[config.mk]
export PLATFORM = sky130hd
export DESIGN_NAME = mem_access
export DESIGN_NICKNAME = d
export VERILOG_FILES = /design/src/rtl/mem_access_pkg.sv /design/src/rtl/mem_access_readdata.sv /design/src/rtl/mem_access.sv
export SDC_FILE = /design/constraint.sdc
export NUM_CORES = 1
export LEC_CHECK = 0
export BUFFER_PORTS_ARGS = -buffer_cell sky130_fd_sc_hd__buf_4
export CAP_MARGIN = 15
export CORE_AREA = 2 2 249 251
export DETAILED_ROUTE_END_ITERATION = 7
export DIE_AREA = 0 0 251 253
export GPL_TIMING_DRIVEN = 0
export SLEW_MARGIN = 20
export SYNTH_ARGS = -nofsm -noshare
export SYNTH_HDL_FRONTEND = slang
export SYNTH_HIERARCHICAL = 1
export SYNTH_SLANG_ARGS = --single-unit
[constraint.sdc]
create_clock -name clk -period 2.5 [get_ports clk]
set_clock_uncertainty 0.15 [all_clocks]
set_input_delay 0.25 -clock clk [delete_from_list [all_inputs] [get_ports clk]]
set_output_delay 0.25 -clock clk [all_outputs]
set_load 0.005 [all_outputs]
[src/rtl/mem_access_pkg.sv]
// Shared types for the memory-access pipeline stage: bus sizes, stage bundles
// and the store-lane alignment helpers.
package mem_access_pkg;

    typedef enum logic [1:0] {
        MSIZE1 = 2'd0,
        MSIZE2 = 2'd1,
        MSIZE4 = 2'd2,
        MSIZE8 = 2'd3
    } msize_t;

    typedef struct packed {
        logic   memread;
        logic   memwrite;
        msize_t msize;
        logic   mem_unsigned;
        logic   regwrite;
        logic   csrwrite;
    } ctl_t;

    typedef struct packed {
        logic        exception;
        logic [4:0]  ecode;
        logic [11:0] csr_addr;
    } ex_data_t;

    typedef struct packed {
        logic [63:0] pc;
        logic [31:0] instruction;
        logic [63:0] result;
        logic [63:0] memdata;
        logic [4:0]  dst;
        ctl_t        ctl;
        ex_data_t    ex_data;
    } execute_data_t;

    typedef struct packed {
        logic [63:0] pc;
        logic [31:0] instruction;
        logic [4:0]  dst;
        logic        regwrite;
        logic        csrwrite;
        ex_data_t    ex_data;
        logic [63:0] result;
    } memory_data_t;

    function automatic logic [7:0] strobe_for(input msize_t size, input logic [2:0] off);
        logic [7:0] strb;
        case (size)
            MSIZE1:  strb = 8'h01 << off;
            MSIZE2:  strb = 8'h03 << off;
            MSIZE4:  strb = 8'h0F << off;
            MSIZE8:  strb = 8'hFF;
            default: strb = 8'h00;
        endcase
        return strb;
    endfunction

    function automatic logic [63:0] align_store(input logic [63:0] data, input logic [2:0] off);
        return data << {off, 3'b000};
    endfunction

endpackage

[src/rtl/mem_access_readdata.sv]
// Load-data lane extraction with sign or zero extension to 64 bits.
module mem_access_readdata
    import mem_access_pkg::*;
(
    input  logic [63:0] rdata_i,
    input  logic [2:0]  offset_i,
    input  msize_t      size_i,
    input  logic        unsigned_i,
    output logic [63:0] data_o
);

    logic [63:0] lane_s;

    assign lane_s = rdata_i >> {offset_i, 3'b000};

    // Select the access width and extend from its top bit.
    always_comb begin
        data_o = lane_s;
        case (size_i)
            MSIZE1:  data_o = {{56{lane_s[7]  & ~unsigned_i}}, lane_s[7:0]};
            MSIZE2:  data_o = {{48{lane_s[15] & ~unsigned_i}}, lane_s[15:0]};
            MSIZE4:  data_o = {{32{lane_s[31] & ~unsigned_i}}, lane_s[31:0]};
            MSIZE8:  data_o = lane_s;
            default: data_o = lane_s;
        endcase
    end

endmodule

[src/rtl/mem_access.sv]
// Memory-access stage: issues one data-bus request per load/store, waits for
// completion, and holds the result until writeback takes it.
module mem_access
    import mem_access_pkg::*;
(
    input  logic          clk,
    input  logic          reset,
    input  logic          valid_in,
    input  execute_data_t dataE,
    input  logic          ready_in,
    output logic          dreq_valid,
    output logic [63:0]   dreq_addr,
    output msize_t        dreq_size,
    output logic [7:0]    dreq_strobe,
    output logic [63:0]   dreq_data,
    input  logic          dresp_data_ok,
    input  logic [63:0]   dresp_data,
    output logic          data_ok,
    output memory_data_t  dataM
);

    typedef enum logic [1:0] {
        IDLE = 2'd0,
        BUSY = 2'd1,
        HOLD = 2'd2
    } state_t;

    state_t       state_q;
    logic         dreq_valid_q;
    logic [63:0]  dreq_addr_q;
    msize_t       dreq_size_q;
    logic [7:0]   dreq_strobe_q;
    logic [63:0]  dreq_data_q;
    logic         memread_q;
    logic         unsigned_q;
    memory_data_t mdata_q;

    logic         is_mem_s;
    logic         bypass_s;
    logic [63:0]  load_ext_s;

    assign is_mem_s = dataE.ctl.memread | dataE.ctl.memwrite;
    assign bypass_s = valid_in & (~is_mem_s | dataE.ex_data.exception);

    mem_access_readdata u_readdata (
        .rdata_i    (dresp_data),
        .offset_i   (dreq_addr_q[2:0]),
        .size_i     (dreq_size_q),
        .unsigned_i (unsigned_q),
        .data_o     (load_ext_s)
    );

    // Stage FSM; every bus-facing output and the held result are registers.
    always_ff @(posedge clk or negedge reset) begin
        if (!reset) begin
            state_q       <= IDLE;
            dreq_valid_q  <= 1'b0;
            dreq_addr_q   <= 64'd0;
            dreq_size_q   <= MSIZE1;
            dreq_strobe_q <= 8'h00;
            dreq_data_q   <= 64'd0;
            memread_q     <= 1'b0;
            unsigned_q    <= 1'b0;
            mdata_q       <= '0;
        end else begin
            case (state_q)
                IDLE: begin
                    if (valid_in && is_mem_s && !dataE.ex_data.exception) begin
                        state_q             <= BUSY;
                        dreq_valid_q        <= 1'b1;
                        dreq_addr_q         <= dataE.result;
                        dreq_size_q         <= dataE.ctl.msize;
                        dreq_strobe_q       <= dataE.ctl.memwrite ?
                                               strobe_for(dataE.ctl.msize, dataE.result[2:0]) : 8'h00;
                        dreq_data_q         <= align_store(dataE.memdata, dataE.result[2:0]);
                        memread_q           <= dataE.ctl.memread;
                        unsigned_q          <= dataE.ctl.mem_unsigned;
                        mdata_q.pc          <= dataE.pc;
                        mdata_q.instruction <= dataE.instruction;
                        mdata_q.dst         <= dataE.dst;
                        mdata_q.regwrite    <= dataE.ctl.regwrite;
                        mdata_q.csrwrite    <= dataE.ctl.csrwrite;
                        mdata_q.ex_data     <= dataE.ex_data;
                        mdata_q.result      <= dataE.result;
                    end else begin
                        state_q <= IDLE;
                    end
                end
                BUSY: begin
                    if (dresp_data_ok) begin
                        state_q        <= HOLD;
                        dreq_valid_q   <= 1'b0;
                        mdata_q.result <= memread_q ? load_ext_s : dreq_addr_q;
                    end else begin
                        state_q <= BUSY;
                    end
                end
                HOLD: begin
                    if (ready_in) begin
                        state_q <= IDLE;
                    end else begin
                        state_q <= HOLD;
                    end
                end
                default: begin
                    state_q      <= IDLE;
                    dreq_valid_q <= 1'b0;
                end
            endcase
        end
    end

    assign dreq_valid  = dreq_valid_q;
    assign dreq_addr   = dreq_addr_q;
    assign dreq_size   = dreq_size_q;
    assign dreq_strobe = dreq_strobe_q;
    assign dreq_data   = dreq_data_q;

    // Non-memory and faulting bundles complete in the same cycle; reset masks the bypass too.
    assign data_ok = reset & ((state_q == HOLD) | ((state_q == IDLE) & bypass_s));

    // Held result while HOLD, otherwise a straight pass-through of the execute bundle.
    always_comb begin
        dataM = '0;
        if (state_q == HOLD) begin
            dataM = mdata_q;
        end else begin
            dataM.pc          = dataE.pc;
            dataM.instruction = dataE.instruction;
            dataM.dst         = dataE.dst;
            dataM.regwrite    = dataE.ctl.regwrite;
            dataM.csrwrite    = dataE.ctl.csrwrite;
            dataM.ex_data     = dataE.ex_data;
            dataM.result      = dataE.result;
        end
    end

endmodule

==> results of run 1 <==
[registers in the layout, indices dropped and copies added (netlist names)]
name	flops
mdata_q	185
dreq_valid	1
memread_q	1
dreq_strobe	8
dreq_addr	64
unsigned_q	1
dreq_data	64
dreq_size	2
state_q	2
[path summary, 6_finish.rpt]
kind	start	slack, ns	end	cells after the start
max reg2reg	dreq_addr[0]	0.08	mdata_q[2]	6
min in group clk	dataE[35]	0.03	dreq_data[37]	4
min	reset	-0.44	mdata_q[38]	2
min reg2reg	mdata_q[81]	0.34	mdata_q[81]	1
max	state_q[1]	0.02	dataM[112]	7
max in group asynchronous	reset	1.43	dreq_data[6]	4
[worst reg2reg max path, delay by kind of cell, from the launching register on]
family / cells / cell delay, ns
multiplexers: 3 / 1.17
flip-flops: 1 / 0.40
AO/OA/AOI/OAI: 1 / 0.24
buffers and inverters: 2 / 0.36
[per-stage QoR]
| stage | setup TNS (ns) | cell area, sq um | power [mW] |
|---|---|---|---|
| global route | -0.745 | 29900 | 27.7 |
| detailed placement | -110.02 | 25800 | 19.0 |
| global placement | -819.95 | 25700 | 18.8 |
| floorplan | 0 | 19900 | 13.9 |
| CTS | -0.00266 | 29700 | 26.3 |
| finish | 0 | 29900 | 26.3 |
[kinds of logic after synthesis]
family,Yosys count
simple gates,785
mux,406
flops,328
compound gates,297
buf+inv,179
fa+ha+maj,3
[power groups by stage]
stage	sequential, mW	combinational (mW)	clock (mW)
after floorplan	8.18	5.77	0
after global placement	8.48	10.3	0
after detailed placement	8.54	10.5	0
after global routing	8.74	11.9	7.02
after CTS	8.49	11.0	6.79
final	8.52	11.1	6.67
[routing by layer]
layer	share of wire (%)	global-route usage [%]	up-vias	wire (um)
li1	-	-	8930	-
met1	40	33.7	9939	35600
met2	49	46.7	914	43900
met3	7.7	6.23	177	6900
met4	3.6	9.32	8	3250
met5	0.058	0	-	52
[what timing repair did]
action	in CTS	in global routing
setup buffers	5	5
endpoints found under the hold margin	364	91
cloned	1	0
gates resized for setup	104	44
endpoints found under the setup margin	329	157
[layout make-up]
class | instances | share of cell area [%]
Sequential cell | 328 | 27.5
Clock inverter | 15 | 0.845
Inverter | 5 | 0.0628
Buffer | 170 | 4.28
Tap cell | 790 | 3.31
Clock buffer | 61 | 4.19
Antenna cell | 3 | 0.0251
Multi-Input combinational cell | 1491 | 36.1
Timing Repair Buffer | 864 | 23.7
[cell usage after synthesis, drive strengths merged (2+ instances only)]
library cell	count
a21oi	36
a22oi	32
a31oi	6
and2	3
buf	105
clkbuf	69
dfrtp	328
ha	3
inv	4
mux2	259
mux2i	99
mux4	48
nand2	676
nand2b	10
nand3	22
nand3b	2
nand4	33
nor2	7
nor2b	15
nor3	4
nor3b	5
o211ai	2
o21ai	70
o221a	64
o22ai	32
o2bb2ai	28
o31ai	17
or2	2
==> impl_metrics.py, run 1 <==
metrics = {
    "drt": {
        "via_per_inst": 5.36,
        "antenna_left": 0,
        "vias": 20000,
        "avgRoutedWirePerCell_um": 24.1,
        "drc": 0,
        "first_iter_violations": 1368,
        "finalWirelength_mm": 89.7,
        "drt_pass1_iterations": 6,
    },
    "floorplan": {
        "die_h_um": 253,
        "dieArea_sq_um": 63500,
        "fp-row-count": 91,
        "die_w_um": 251,
        "coreArea_sq_um": 61000,
        "start_util_pct": 32.6,
        "ioPinCount": 648,
    },
    "yosys": {
        "synth_simple_gate_area_share_pct": 17.2,
        "synthXorXnorAreaFrac_pct": 0,
        "synthCells": 1998,
        "synth_top_family_by_area": "multiplexers",
        "yosysSeqAreaShare_pct": 41.3,
        "syn_area_sq_um": 19900,
        "synth_top_area_share_pct": 41.3,
        "ys_seq_elements": 328,
        "yosys.area.top_type": "dfrtp_1",
        "synth_edf_count": 0,
        "yosys.area_share.adder_pct": 0.189,
        "synth_ff_type": "dfrtp_1",
        "synth_compound_area_share_pct": 11.3,
        "synth-async-reset-ratio_pct": 100,
        "syn_nets": 2324,
        "ys_types": 60,
        "syn_area_per_cell_sq_um": 9.95,
        "synth_area_leaders": "dfrtp_1 41%, nand2_1 13%, mux2_2 11%",
        "ys.warnings.count": 6,
        "synth_mux_area_share_pct": 25.1,
    },
    "power": {
        "power_leakage_nw": 14.0,
        "pwr-share-clk_pct": 25.4,
        "sw_frac_of_total_pct": 35.3,
        "max-vdd-ir-drop_mv": 0.477,
        "p_int_mw": 17.0,
        "seq_power_share_pct": 32.4,
        "pwr-share-comb_pct": 42.2,
        "power_switching_mw": 9.27,
        "p_per_area_nw_per_um2": 880,
    },
    "timing": {
        "setup_slack_ns": 0.0228,
        "hold_ws_ns": -0.445,
        "fmax_mhz": 404,
        "hold_violations": 101,
        "relSlewSlack_pct": 27.2,
        "worst_slew_pin_slew_ns": 1.09,
        "rsz0062_at_grt": "yes",
        "setup_viol": 0,
        "period_needed_ns": 2.48,
        "final-max-slew-violation-count": 0,
        "min_period_over_period_pct": 99.1,
    },
    "clock_network": {
        "holdBufCountCts": 203,
        "cts.sinks": 328,
        "cts-root-buf": "clkbuf_16",
        "clockBufferDepth": 3,
        "cts_tree": "yes",
        "clkTransAtPathRegs_ns": 0.06,
        "h-tree-depth": 2,
        "cts_made_buffers": 42,
        "clock_latency_ns": 0.58,
    },
    "global_routing": {
        "grt_pass1_vias": 20600,
        "grt_max_degree": 94,
        "grt-ovfl-total": 0,
        "antenna_found_initial": 8,
        "grt_pass1_wl_mm": 131,
        "grtUsageTotal_pct": 27.2,
    },
    "hold_path": {
        "worstHoldPathType": "in2async",
    },
    "outcome": {
        "violations": "hold timing",
        "status": "finished, violations left",
    },
    "layout": {
        "final_common_cell": "nand2_1",
        "final_nets": 3228,
        "postLayoutCoreUtil_pct": 49.0,
        "fin_cells": 3727,
        "seq_area_sq_um": 8210,
        "fillers": 5563,
        "layout-drive-gt1-share_pct": 40.6,
        "final_cell_mix": "674 x nand2_1, 672 x buf_4, 324 x dfrtp_1",
        "syn_to_final_growth_pct": 50.4,
        "multiInputGateArea_sq_um": 10800,
    },
    "placement": {
        "dp_cells": 3438,
        "portBuffers": 646,
        "gp_congestion": 0.974,
        "dp_slack_ns": -0.879,
        "dpl.hpwl_mm": 68.1,
    },
    "setup_path": {
        "cp_data_required_time_ns": 2.10,
        "start_kind": "register",
        "crit_path_end_kind": "output pin",
        "slowest_stage": "dfrtp_2",
        "max_stage_delay_ns": 0.45,
        "crit_family": "buffers and inverters",
        "worst-path-buf-inv": 4,
        "cp.arrival_ns": 2.08,
        "crit_path_max_fanout": 10,
        "worstSetupPathType": "reg2out",
        "path_cells": "buf_4, nand2b_4, clkbuf_16, clkbuf_4, nand2_1, nand2_1, buf_4",
    },
    "job": {
        "max_cap_viol_count": 0,
    },
}
Note: power is estimated with default switching activity, not from simulation.
==> run 2, diff against run 1 <==
- CAP_MARGIN: 15 -> 20
- PLACE_DENSITY_LB_ADDON: not set -> 0.05
==> run 2 against run 1 <==
- the flow still finishes with violations (hold timing)
- design area is 1.3% higher
- wire length is 1.3% higher
- sequential power hardly changed
- total power is 0.90% lower
- largest cell class unchanged
==> impl_metrics.py, run 2 (synthesized netlist as in run 1, its figures left out) <==
metrics = {
    "clock_network": {
        "cts-root-buf": "clkbuf_16",
        "clkTransAtPathRegs_ns": 0.06,
        "cts.sinks": 328,
        "clockBufferDepth": 3,
        "cts_tree": "yes",
        "cts_made_buffers": 42,
        "clock_latency_ns": 0.58,
        "h-tree-depth": 2,
    },
    "global_routing": {
        "grt_pass1_vias": 20500,
        "grt_max_degree": 85,
        "grtUsageTotal_pct": 27.8,
        "antenna_found_initial": 7,
        "grt-ovfl-total": 0,
        "grt_pass1_wl_mm": 133,
    },
    "layout": {
        "final_nets": 3248,
        "regMostFlops": "mdata_q",
        "final_common_cell": "nand2_1",
        "final_cell_mix": "673 x nand2_1, 659 x buf_4, 324 x dfrtp_1",
        "fin_cells": 3745,
        "largest_reg_flops": 185,
        "layout-drive-gt1-share_pct": 40.7,
        "fillers": 5748,
        "syn_to_final_growth_pct": 52.3,
    },
    "timing": {
        "final-max-slew-violation-count": 0,
        "min_period_over_period_pct": 97.9,
        "period_needed_ns": 2.45,
        "hold_ws_ns": -0.0117,
        "relSlewSlack_pct": 44.6,
        "hold_violations": 10,
        "setup_viol": 0,
        "rsz0062_at_grt": "yes",
        "worst_slew_pin_slew_ns": 0.831,
        "fmax_mhz": 408,
    },
    "setup_path": {
        "crit_path_max_fanout": 10,
        "start_kind": "register",
        "crit_path_end_kind": "output pin",
        "worstSetupPathType": "reg2out",
        "cp.arrival_ns": 2.05,
        "path_cells": "buf_6, nand2b_4, clkbuf_16, clkbuf_4, nand2_1, nand2_1, buf_4",
        "path_common_cell": "nand2_1",
        "cp_data_required_time_ns": 2.10,
        "max_stage_delay_ns": 0.37,
        "slowest_stage": "dfrtp_1",
    },
    "outcome": {
        "violations": "hold timing",
        "status": "finished, violations left",
    },
    "floorplan": {
        "die_w_um": 251,
        "ioPinCount": 648,
        "dieArea_sq_um": 63500,
        "fp-row-count": 91,
        "coreArea_sq_um": 61000,
        "start_util_pct": 32.6,
        "die_h_um": 253,
    },
    "drt": {
        "avgRoutedWirePerCell_um": 24.3,
        "drc": 0,
        "first_iter_violations": 1200,
        "drt_pass1_iterations": 5,
        "vias": 19700,
        "finalWirelength_mm": 90.8,
        "via_per_inst": 5.25,
        "antenna_left": 0,
    },
    "job": {
        "max_cap_viol_count": 0,
    },
    "power": {
        "power_leakage_nw": 14.2,
        "max-vdd-ir-drop_mv": 0.496,
        "p_per_area_nw_per_um2": 861,
    },
    "hold_path": {
        "worstHoldPathType": "in2async",
    },
    "placement": {
        "portBuffers": 646,
        "dp_cells": 3438,
        "gp_congestion": 0.944,
        "dpl.hpwl_mm": 69.2,
    },
}
==> run 2: report_power, final <==
| group | switching, mW | leakage (nW) | internal [mW] |
|---|---|---|---|
| logic | 5.38 | 9.62 | 5.80 |
| clock network | 2.54 | 0.708 | 3.84 |
| registers | 1.29 | 3.88 | 7.21 |
==> run 2: layout make-up <==
type | count | area [sq um] | share of cell area [%]
Antenna cell | 1 | 2.50 | 0.00827
Clock buffer | 64 | 1270 | 4.21
Inverter | 5 | 18.8 | 0.0620
Multi-Input combinational cell | 1491 | 10800 | 35.8
Sequential cell | 328 | 8210 | 27.1
Tap cell | 790 | 988 | 3.27
Buffer | 170 | 1280 | 4.22
Clock inverter | 12 | 160 | 0.529
Timing Repair Buffer | 884 | 7490 | 24.7
==> run 2: metal layers <==
layer | vias up | track usage, % | part of all wire, %
li1 | 8953 | - | -
met1 | 9856 | 34.8 | 41
met2 | 711 | 47.7 | 49
met3 | 147 | 6.10 | 6.6
met4 | 12 | 8.76 | 3.0
met5 | - | 0 | 0.073
==> run 2: critical path, delay by kind of cell (launching register included) <==
family / cells / cell delay (ns)
buf+inv: 4 / 0.71
flops: 1 / 0.37
simple gates: 3 / 0.37
==> run 2: through the flow <==
| stage | setup slack, ns | TNS (ns) | power, mW | utilization (%) | cell area (sq um) |
|---|---|---|---|---|---|
| global placement | -2.40 | -880.64 | 18.8 | 42.1 | 25700 |
| finish | 0.0515 | 0 | 26.1 | 49.6 | 30300 |
| detailed placement | -0.871 | -127.34 | 19.0 | 42.3 | 25800 |
| CTS | -0.0513 | -1.71 | 26.1 | 49.1 | 30000 |
| floorplan | 0.261 | 0 | 13.9 | - | 19900 |
| global route | -0.0417 | -1.29 | 27.5 | 49.6 | 30300 |
==> run 2: timing repair <==
item | 4_1_cts | 5_1_grt
pin swaps | 0 | 1
endpoints found under the hold margin | 484 | 127
setup endpoints to repair | 343 | 215
setup buffers | 4 | 3
cloned | 1 | 0
hold buffers | 219 | 7
gates resized for setup | 113 | 69
==> run 2: worst paths after layout <==
kind | startpoint | end | slack (ns) | cells after the start
worst max-delay path | state_q[0] | dataM[95] | 0.05 | 7
worst min-delay path | reset | mdata_q[4] | -0.01 | 7
worst max register to register | dreq_addr[0] | mdata_q[10] | 0.07 | 10
worst min register to register | mdata_q[81] | mdata_q[81] | 0.34 | 1
max in group asynchronous | reset | dreq_addr[14] | 0.56 | 9
min in group clk | dataE[44] | dreq_data[14] | 0.03 | 4
